**src/rtl/trap_pkg.sv**
```systemverilog
// trap_pkg: shared state encoding, cause codes and counter width for the trap sequencer
package trap_pkg;

    typedef enum logic [1:0] {
        IDLE,
        FLUSH,
        HALT
    } state_t;

    localparam logic [31:0] CAUSE_IADDR_MISALIGNED = 32'd0;
    localparam logic [31:0] CAUSE_ILLEGAL          = 32'd2;
    localparam logic [31:0] CAUSE_BREAKPOINT       = 32'd3;
    localparam logic [31:0] CAUSE_LOAD_MISALIGNED  = 32'd4;
    localparam logic [31:0] CAUSE_STORE_MISALIGNED = 32'd6;
    localparam logic [31:0] CAUSE_ECALL_M          = 32'd11;

    localparam int CNT_W = 3;

endpackage

```
**src/rtl/trap_cause_enc.sv**
```systemverilog
// trap_cause_enc: priority encoder from trap request lines to {request, mcause code}
module trap_cause_enc
    import trap_pkg::*;
(
    input  logic        initiate_illinst,
    input  logic        initiate_misaligned,
    input  logic        misaligned_mem,
    input  logic        XB_is_store,
    input  logic        XB_ecall,
    input  logic        XB_ebreak,
    output logic        req,
    output logic [31:0] cause
);

    // highest-priority source picks the cause; bit 31 stays 0 since there are no interrupts
    always_comb begin
        req   = initiate_illinst | initiate_misaligned | XB_ecall | XB_ebreak;
        cause = initiate_illinst    ? CAUSE_ILLEGAL :
                initiate_misaligned ? (!misaligned_mem ? CAUSE_IADDR_MISALIGNED :
                                       XB_is_store     ? CAUSE_STORE_MISALIGNED :
                                                         CAUSE_LOAD_MISALIGNED) :
                XB_ebreak           ? CAUSE_BREAKPOINT :
                XB_ecall            ? CAUSE_ECALL_M : '0;
    end

endmodule

```
**src/rtl/trap_ctrl.sv**
```systemverilog
// trap_ctrl: machine-mode trap sequencer producing redirect, timed flush, mcause write and nested-trap lockup
module trap_ctrl
    import trap_pkg::*;
#(
    parameter logic [31:0] TRAP_VECTOR  = 32'h0000_0000,
    parameter int          FLUSH_CYCLES = 2
) (
    input  logic        clk,
    input  logic        resetb,
    input  logic        initiate_illinst,
    input  logic        initiate_misaligned,
    input  logic        misaligned_mem,
    input  logic        XB_is_store,
    input  logic        XB_ecall,
    input  logic        XB_ebreak,
    input  logic        XB_mret,
    input  logic [31:0] csr_mepc,
    output logic        redirect_valid,
    output logic [31:0] redirect_pc,
    output logic        flush,
    output logic        mcause_we,
    output logic [31:0] mcause_value,
    output logic        in_handler,
    output logic        halted
);

    localparam logic [CNT_W-1:0] CNT_LOAD = CNT_W'(FLUSH_CYCLES - 1);

    state_t            state;
    logic [CNT_W-1:0]  cnt;
    logic              req;
    logic [31:0]       cause;

    trap_cause_enc u_enc (
        .initiate_illinst    (initiate_illinst),
        .initiate_misaligned (initiate_misaligned),
        .misaligned_mem      (misaligned_mem),
        .XB_is_store         (XB_is_store),
        .XB_ecall            (XB_ecall),
        .XB_ebreak           (XB_ebreak),
        .req                 (req),
        .cause               (cause)
    );

    // trap/MRET sequencing: strobes last one cycle, flush spans the counter, HALT is sticky until reset
    always_ff @(posedge clk or negedge resetb) begin
        if (!resetb) begin
            state          <= IDLE;
            cnt            <= '0;
            redirect_valid <= 1'b0;
            redirect_pc    <= TRAP_VECTOR;
            flush          <= 1'b0;
            mcause_we      <= 1'b0;
            mcause_value   <= '0;
            in_handler     <= 1'b0;
            halted         <= 1'b0;
        end else begin
            redirect_valid <= 1'b0;
            mcause_we      <= 1'b0;
            case (state)
                IDLE: begin
                    if (req && in_handler) begin
                        state  <= HALT;
                        halted <= 1'b1;
                        flush  <= 1'b1;
                    end else if (req) begin
                        state          <= FLUSH;
                        cnt            <= CNT_LOAD;
                        redirect_valid <= 1'b1;
                        redirect_pc    <= TRAP_VECTOR;
                        mcause_we      <= 1'b1;
                        mcause_value   <= cause;
                        in_handler     <= 1'b1;
                        flush          <= 1'b1;
                    end else if (XB_mret) begin
                        state          <= FLUSH;
                        cnt            <= CNT_LOAD;
                        redirect_valid <= 1'b1;
                        redirect_pc    <= csr_mepc;
                        in_handler     <= 1'b0;
                        flush          <= 1'b1;
                    end
                end
                FLUSH: begin
                    if (cnt == '0) begin
                        state <= IDLE;
                        flush <= 1'b0;
                    end else begin
                        cnt <= cnt - 1'b1;
                    end
                end
                default: begin
                    flush  <= 1'b1;
                    halted <= 1'b1;
                end
            endcase
        end
    end

endmodule

```
**config.mk**
```make
export PLATFORM = sky130hd
export DESIGN_NAME = trap_ctrl
export DESIGN_NICKNAME = d
export VERILOG_FILES = /design/src/rtl/trap_pkg.sv /design/src/rtl/trap_cause_enc.sv /design/src/rtl/trap_ctrl.sv
export SDC_FILE = /design/constraint.sdc
export NUM_CORES = 1
export LEC_CHECK = 0
export CAP_MARGIN = 10
export CORE_MARGIN = 3
export CORE_UTILIZATION = 25
export DETAILED_ROUTE_END_ITERATION = 7
export PLACE_DENSITY = 0.67
export REMOVE_ABC_BUFFERS = 1
export SLEW_MARGIN = 10
export SYNTH_ARGS = -nofsm -noshare
export SYNTH_HDL_FRONTEND = slang
export SYNTH_SLANG_ARGS = --single-unit
```
**constraint.sdc**
```tcl
create_clock -name clk -period 1.4 [get_ports clk]
set_input_delay 0.14 -clock clk [delete_from_list [all_inputs] [get_ports clk]]
set_output_delay 0.14 -clock clk [all_outputs]
set_load 0.05 [all_outputs]
```
## After elaboration in Yosys (flattened, before gate mapping)

Cells that the tools add are included.

| word-level totals | value |
|---|---|
| bits in registers | 74 |
| input bits | 41 |
| output and inout port bits | 69 |
| word-level logic and storage cells | 67 |

| operators by class | value |
|---|---|
| $add $sub $neg | 1 |
| eq/ne operators | 7 |
| muxes and demuxes | 34 |
| bitwise logic cells | 5 |
| reduce and logical (&&, ||, !) cells | 11 |

Operator list:

| kind | count |
|---|---|
| two-way mux 32 bit | 6 |
| two-way mux 1 bit | 14 |
| two-way mux 3 bit | 4 |
| two-way mux 2 bit | 5 |
| AND reduction 3 bit | 3 |
| inequality test 2 bit, second input constant | 4 |
| one-hot mux 3 bit (2 select lines) | 1 |
| two-way mux 4 bit | 1 |
| inequality test 4 bit, second input constant | 1 |
| one-hot mux 1 bit (2 select lines) | 2 |
| one-hot mux 2 bit (2 select lines) | 1 |
| AND reduction 2 bit | 2 |
| AND reduction 4 bit | 1 |
| nonzero test 2 bit | 2 |
| zero test 3 bit | 1 |
| inequality test 3 bit, second input constant | 1 |
| OR 1 bit | 3 |
| subtractor 3 x 1 -> 3 bit, second input constant | 1 |
| == test 2 x 1 -> 1 bit, second input constant | 1 |
| zero test 2 bit | 1 |
| inverter 1 bit | 2 |
| logical AND 1 bit | 1 |

## Depth between registers and ports, before layout

Gate-level depths: netlist (run 1).

| logic depth | value |
|---|---|
| depth in word-level cells | 6 |
| gate-level depth with buffers | 6 |

## Hierarchy

Synthesis (run 1) repeated with hierarchy kept, for this count alone.

| second synthesis, totals | value |
|---|---|
| cell total of the unflattened synthesis | 249 |
| area, all modules | 3357.0 um^2 |

Modules (own cells, without submodules):

| module | times used | cells each | area each (um^2) |
|---|---|---|---|
| trap_ctrl | 1 | 211 | 3088.0 |
| trap_cause_enc | 1 | 38 | 269.0 |

## Worst setup path after synthesis (run 1)

Ideal clock, no wire load.

| timing path | value |
|---|---|
| path type | register -> register |
| start | register in_handler |
| end | register redirect_pc[10] |
| arrival | 1.445 ns |
| data required time | 1.323 ns |
| slack | -0.122 ns |
| cell stages (with the launch flop) | 6 |
| buffers on the path | 1 |
| clock period less this slack | 1.522 ns |
| cells stage by stage | dfrtp_1 -> o41ai_2 -> nand2_1 -> clkbuf_1 -> nand2_1 -> o21ai_1 |

| on the way | value |
|---|---|
| cells in the longest elaborated chain, start to end | 3 |

RTL lines:

| item | RTL line | RTL |
|---|---|---|
| start: declaration | trap_ctrl.sv:23 | `output logic in_handler,` |
| start signal: assignment | trap_ctrl.sv:55 | `in_handler <= 1'b0;` |
| start signal: assignment | trap_ctrl.sv:73 | `in_handler <= 1'b1;` |
| start signal: assignment | trap_ctrl.sv:80 | `in_handler <= 1'b0;` |
| logical AND 1 bit | trap_ctrl.sv:62 | `if (req && in_handler) begin` |
| inverter 1 bit (no line) | - |  |
| AND reduction 3 bit (no line) | - |  |
| end signal: assignment | trap_ctrl.sv:79 | `redirect_pc <= csr_mepc;` |
| end: declaration | trap_ctrl.sv:19 | `output logic [31:0] redirect_pc,` |

Every way passes these cells.
A chain may end at the register's enable or synchronous reset.

## Worst setup path after layout (run 1)

| timing path | value |
|---|---|
| start | register cnt[0] |
| end | register cnt[1] |

| on the way | value |
|---|---|
| cells in the longest elaborated chain, start to end | 3 |

RTL lines:

| item | RTL line | RTL |
|---|---|---|
| start: declaration | trap_ctrl.sv:30 | `logic [CNT_W-1:0] cnt;` |
| start signal: assignment | trap_ctrl.sv:89 | `cnt <= cnt - 1'b1;` |
| subtractor 3 x 1 -> 3 bit / zero test 3 bit (equally long branches) | trap_ctrl.sv:89, trap_ctrl.sv:85 |  |
| two-way mux 3 bit / inequality test 2 bit (equally long branches) | - |  |
| one-hot mux 3 bit (2 select lines) / AND reduction 4 bit (equally long branches) | - |  |

Parallel ways exist; a longest one is shown, timed or not. The select of a mux whose other input is x is not followed.

==> flow_summary_export.csv, run 1 <==
group,metric,value,unit
cts,path_clk_slew,0.09,ns
detailed_routing,ant_nets,0,
finish,final_nets,403,
critical_path,cp_num_buf_inv,1,
power,power_frac_comb,31.7,%
critical_path,path_cells,"inv_1 > ha_1 > nand2b_1 > o21ai_0 > o21ai_0 > o22ai_2",
place,dpl-instance-area,3520,µm²
logic_synthesis,synth-seq-cells,46,
place,place.gp.congestion,0.742,
logic_synthesis,netlist.area_leader.share,48.1,%
cts,cts_root_buf,"clkbuf_8",
critical_path,worstSetupStartpointType,"flop",
critical_path,cpMaxStageDelayCell,"dfrtp_1",
timing,slew_viol_final,0,
place,port_buffers,81,
global_route,grt.total_usage,11.5,%
critical_path,cpPeakStageDelay,0.40,ns
logic_synthesis,yosysTopAreaCell,"dfrtp_1",
detailed_routing,viasPerCell,4.19,
detailed_routing,drt_iter0_drc,66,
logic_synthesis,syn_inst,268,
floorplan,coreArea,9280,µm²
timing,fin_skew,0.00600,ns
logic_synthesis,synth_edf_count,0,
detailed_routing,totalWireLength,6.08,mm
logic_synthesis,yosysWarnings,0,
power,total_leakage_power,1.61,nW
floorplan,fp.dieH,104,µm
global_route,antenna_found_initial,0,
critical_path,crit_path_end_kind,"flop",
finish,finalNonFillerCells,490,
timing,setup_viol,0,
global_route,grt_pass1_wl,10.3,mm
logic_synthesis,synth_area_leaders,"dfrtp_1 (48%), buf_4 (8.8%), nor2b_1 (8.4%), o21ai_1 (7.1%), a21oi_1 (6.3%)",
logic_synthesis,synth_most_common_cell,"dfrtp_1",
finish,fill_cells,944,
hold_path,hold_path.class,"in2async",
finish,drive_gt1_share,21.6,%
logic_synthesis,ys_seq_area_share,48.1,%
power,p_per_area,943,nW/µm²
cts,cts.sinks,46,
detailed_routing,via_count,2053,
cts,clockBufferDepth,2,
critical_path,arrival,1.48,ns
floorplan,dieArea,10800,µm²
power,seqPwrFrac,43.9,%
power,p_int,2.25,mW
timing,hold_ws,0.344,ns
floorplan,initial_utilization,25.8,%
finish,stdcell_area,3640,µm²
cts,htree_levels,2,
floorplan,die_x,104,µm
cts,clk_latency,0.30,ns
power,swShare,34.7,%
status,status,"finished, final reports clean",
logic_synthesis,syn_area,2390,µm²
critical_path,cp_top_family,"flip-flops",
power,p_sw,1.19,mW
detailed_routing,wl_per_cell,12.4,µm
global_route,grt_max_degree,47,
logic_synthesis,synth_commonest_cells,"dfrtp_1 (46), nand2_1 (35), o21ai_1 (34)",
flow_run,maxCapViolCount,0,
timing,period_minus_slack,1.30,ns
critical_path,path_common_cell,"o21ai_0",
logic_synthesis,synth.avg_cell_area,8.93,µm²
logic_synthesis,ys.flop_type,"dfrtp_1",
timing,rsz0062_at_grt,"no",
detailed_routing,first_pass_iters,4,
cts,cts_tree,"built",
timing,finalCritPeriodShare,92.9,%
critical_path,path_class,"reg2reg",
floorplan,io_pins,110,
global_route,grt_overflow,0,
timing,fmax,768,MHz
detailed_routing,drc_errors,0,
finish,fin_util,39.3,%
place,dp_hpwl,4.53,mm
critical_path,crit_fanout,6,
critical_path,critical_path_required,1.58,ns
power,ir_drop,0.375,mV
global_route,grt_pass1_vias,1998,
logic_synthesis,async_reset_ff_share,100,%
place,place_inst,481,
power,clockPowerShare,24.4,%
logic_synthesis,ys_types,34,
floorplan,rows,35,
cts,numCtsBuffers,5,
finish,area_growth,52.3,%
timing,hold_violations,0,
finish,antennaDiodeCount,0,
==> cell usage in the layout, fill, tap and decap left out, drive strengths merged, types with 2 or more instances in the layout <==
cell type	n
nand2	35
a21oi	31
dlygate4sd2	3
o21a	2
buf	61
inv	7
a31oi	5
ha	2
nor2	3
nor2b	32
clkbuf	6
conb	28
o21bai	2
o21ai	42
and2	2
dfrtp	46
clkdlybuf4s50	35
nor3	3
==> stage by stage <==
stage                     setup TNS (ns)  total power, mW  worst slack, ns
final                                  0             3.44           0.0987
after global routing                   0             3.62          0.00426
after CTS                              0             3.50          0.00905
after detailed placement          -15.79             2.63           -0.468
after global placement            -13.75             2.62           -0.424
after floorplan                   -10.91             2.10           -0.307
==> state kept, by name, indices dropped and copies added (netlist names) <==
register / flops
redirect_valid: 1
halted: 1
cnt: 3
state: 2
redirect_pc: 32
mcause_value: 4
mcause_we: 1
flush: 1
in_handler: 1
==> cells by family (layout without fill, tap and decap cells) <==
group / after synthesis / count (layout) / share of synthesized area (%)
AO/OA/AOI/OAI: 87 / 87 / 20.4
flip-flops: 46 / 46 / 48.1
buffers and inverters: 50 / 116 / 12.4
AND/OR/NAND/NOR: 82 / 82 / 17.8
other: 1 / 28 / 0.157
adder cells (fa/ha/maj): 2 / 2 / 1.05
==> timing repair <==
action,4_1_cts,5_1_grt
resized for setup,7,2
hold buffers,1,0
gates cloned,0,0
pin swaps,3,1
setup buffers,0,0
setup endpoints to repair,32,23
hold endpoints to repair,46,0
==> routing by layer <==
| layer | GRT usage, % | wire length, µm |
|---|---|---|
| met1 | 15.1 | 2690 |
| met2 | 18.8 | 2960 |
| met3 | 3.43 | 370 |
| met4 | 2.56 | 57 |
| met5 | 0 | 0 |
==> final cells by class <==
class / instances / area (µm²) / share of cell area (%)
timing repair buffer: 101 / 1150 / 31.4
clock inverter: 2 / 12.5 / 0.343
sequential: 46 / 1150 / 31.6
inverter: 7 / 26.3 / 0.721
multi-input combinational: 199 / 1060 / 29.2
tap: 129 / 161 / 4.43
clock buffer: 6 / 82.6 / 2.27
==> power by group through the flow <==
| stage | Combinational, mW | Clock, mW | Sequential [mW] |
|---|---|---|---|
| final | 1.09 | 0.839 | 1.51 |
| after global routing | 1.15 | 0.940 | 1.53 |
| after CTS | 1.10 | 0.887 | 1.51 |
| after detailed placement | 1.10 | 0 | 1.54 |
| after global placement | 1.08 | 0 | 1.53 |
| after floorplan | 0.303 | 0 | 1.80 |
==> worst min-delay path, delay by kind of cell <==
family	cells	cell delay, ns
buffers and inverters	3	0.88
==> final timing paths <==
path	from	endpoint	slack (ns)	cells after the start
worst min register to register	halted$_DFFE_PN0P_	halted$_DFFE_PN0P_	0.48	1
max in group asynchronous	resetb	redirect_pc[22]$_DFFE_PN0P_	0.84	3
min in group clk	initiate_illinst	mcause_value[3]$_DFFE_PN0P_	0.34	4
worst min-delay path	resetb	halted$_DFFE_PN0P_	0.34	3
worst max-delay path	cnt[0]$_DFFE_PN0P_	cnt[1]$_DFFE_PN0P_	0.1	6
worst max register to register	cnt[0]$_DFFE_PN0P_	cnt[1]$_DFFE_PN0P_	0.1	6
Note: power is estimated with default switching activity, not from simulation.
==> run 2: changes to the inputs <==
==> constraint.sdc (replaced) <==
create_clock -name clk -period 1.4 [get_ports clk]
set_input_delay 0.21 -clock clk [delete_from_list [all_inputs] [get_ports clk]]
set_output_delay 0.21 -clock clk [all_outputs]
set_load 0.05 [all_outputs]
==> run 2 against run 1 <==
Routed wire length grew 1.5%; combinational power grew 8%; via count grew 1.8%; clock skew grew 0.0073 ns; fmax shrank 1.1%; count of clock-buffer cells in the layout grew 1; clock power grew 9.7%.
==> flow_summary_export.csv, run 2 (synthesized netlist as in run 1, its figures left out) <==
group,metric,value,unit
status,status,"finished, final reports clean",
flow_run,maxCapViolCount,0,
place,port_buffers,81,
critical_path,reg2regPathDepth,5,
critical_path,path_class,"in2reg",
critical_path,ff2ff_setup_slack,0.14,ns
cts,cts_root_buf,"clkbuf_8",
cts,clockBufferDepth,2,
detailed_routing,totalWireLength,6.17,mm
timing,fmax,760,MHz
cts,cts_tree,"built",
hold_path,hp-start,"XB_ebreak",
detailed_routing,via_count,2089,
finish,largest_register,"redirect_pc",
finish,layout.cells.most_common,"dfrtp_1",
finish,largestRegisters,"redirect_pc x32, mcause_value x4, cnt x3",
floorplan,coreArea,9280,µm²
critical_path,crit_fanout,4,
detailed_routing,wl_per_cell,12.5,µm
hold_path,holdPathStages,3,
critical_path,cp_top_family,"simple AND/OR/NAND/NOR gates",
place,dp_hpwl,4.70,mm
critical_path,arrival,1.52,ns
timing,fin_skew,0.0133,ns
detailed_routing,first_pass_iters,6,
cts,htree_levels,2,
floorplan,rows,35,
global_route,grt_pass1_vias,2092,
floorplan,dieArea,10800,µm²
place,dpl-instance-area,3790,µm²
floorplan,die_x,104,µm
critical_path,path_cells,"dlygate4sd2_1 > or4_4 > o21ai_4 > a21oi_2 > a2bb2oi_1",
critical_path,cpPeakStageDelay,0.60,ns
finish,largest_reg_flops,32,
cts,clk_latency,0.31,ns
power,total_leakage_power,1.69,nW
critical_path,cp_num_buf_inv,1,
place,place.gp.congestion,0.745,
cts,path_clk_slew,0.09,ns
global_route,grt.total_usage,11.5,%
cts,cts.sinks,46,
finish,final_nets,405,
floorplan,fp.dieH,104,µm
cts,numCtsBuffers,5,
detailed_routing,drt_iter0_drc,67,
timing,slew_viol_final,0,
hold_path,hold_path.class,"in2reg",
timing,setup_ws,0.0838,ns
detailed_routing,drc_errors,0,
timing,period_minus_slack,1.32,ns
power,ir_drop,0.393,mV
floorplan,io_pins,110,
timing,setup_viol,0,
finish,final_cell_mix,"dfrtp_1 (46), buf_12 (44), nand2_1 (35), o21ai_1 (35), clkdlybuf4s50_1 (35)",
finish,area_growth,64.6,%
critical_path,worstSetupStartpointType,"input pin",
critical_path,reg2reg_to,"cnt[2]$_DFFE_PN0P_",
critical_path,crit_path_end_kind,"flop",
finish,drive_gt1_share,22.3,%
critical_path,cpMaxStageDelayCell,"or4_4",
global_route,grt_overflow,0,
timing,rsz0062_at_grt,"no",
timing,finalCritPeriodShare,94.0,%
finish,stdcell_area,3940,µm²
global_route,antenna_found_initial,0,
detailed_routing,ant_nets,0,
finish,antennaDiodeCount,0,
floorplan,initial_utilization,25.8,%
global_route,grt_max_degree,47,
critical_path,r2r_start,"cnt[0]$_DFFE_PN0P_",
power,p_per_area,921,nW/µm²
detailed_routing,viasPerCell,4.25,
global_route,grt_pass1_wl,10.3,mm
hold_path,hold_end,"mcause_value[3]$_DFFE_PN0P_",
timing,hold_violations,0,
place,dp_worst_setup_slack,-0.536,ns
critical_path,critical_path_required,1.60,ns
## run 2: changes by cell type in the layout (fill, tap and decap cells not counted), sizes merged
cell	change
buf	+2
dlymetal6s2s	-1
clkbuf	+1
dlygate4sd2	+1
clkinvlp	-1
## run 2: how the worst max path moves through the flow
| stage | end | startpoint | slack [ns] | cells after the start |
|---|---|---|---|---|
| 2_1_floorplan | cnt[0]$_DFFE_PN0P_ | initiate_illinst | -0.38 | 4 |
| 3_3_place_gp | flush$_DFFE_PN0P_ | initiate_illinst | -0.51 | 5 |
| 3_5_place_dp | cnt[0]$_DFFE_PN0P_ | initiate_illinst | -0.54 | 5 |
| 4_1_cts | redirect_pc[2]$_DFFE_PN0P_ | state[1]$_DFFE_PN0P_ | 0.02 | 5 |
| 5_1_grt | redirect_pc[5]$_DFFE_PN0P_ | state[1]$_DFFE_PN0P_ | 0.04 | 5 |
| 6_report | cnt[0]$_DFFE_PN0P_ | XB_ecall | 0.08 | 5 |
## run 2: area by class of cell
| type | instances | area, µm² |
|---|---|---|
| clock buffers | 7 | 96.3 |
| clock inverters | 1 | 8.76 |
| fillers | 883 | 5350 |
| inverters | 7 | 26.3 |
| multi-input cells | 199 | 1070 |
| flip-flops and latches | 46 | 1150 |
| well taps | 129 | 161 |
| repair buffers | 103 | 1420 |
## run 2: worst min-delay path, stage by stage
cell           delay [ns]
dlygate4sd2_1        0.26
or3_1                0.12
a21oi_1              0.07
## run 2: per-stage QoR
| step | hold WS (ns) | total power [mW] | setup TNS (ns) | utilization [%] | cells |
|---|---|---|---|---|---|
| after CTS | 0.385 | 3.68 | 0 | 42.3 | 492 |
| after detailed placement | 0.217 | 2.74 | -19.25 | 40.8 | 482 |
| after global placement | 0.212 | 2.72 | -17.15 | 40.8 | 482 |
| after global routing | 0.417 | 3.79 | 0 | 42.4 | 492 |
| after floorplan | -0.0856 | 2.10 | -11.54 | - | 252 |
| final | 0.402 | 3.63 | 0 | 42.4 | 492 |
## run 2: metal layers
metal	global-route usage (%)	part of all wire (%)
met3	3.05	5.9
met5	0	0
met4	3.23	0.91
met2	20.2	51
met1	14.0	42
## run 2: power by group
| group | internal (mW) | switching, mW | leakage (nW) | total [mW] |
|---|---|---|---|---|
| registers | 1.42 | 0.115 | 0.593 | 1.53 |
| logic | 0.520 | 0.658 | 1.04 | 1.18 |
| clock network | 0.453 | 0.467 | 0.0544 | 0.920 |
## run 2: what timing repair did
action                                 CTS  global route
hold buffers                             1             0
pin swaps                                3             0
gates resized for setup                  8             4
buffers inserted                         1             0
endpoints found under the hold margin   46             0
setup endpoints to repair               43            29
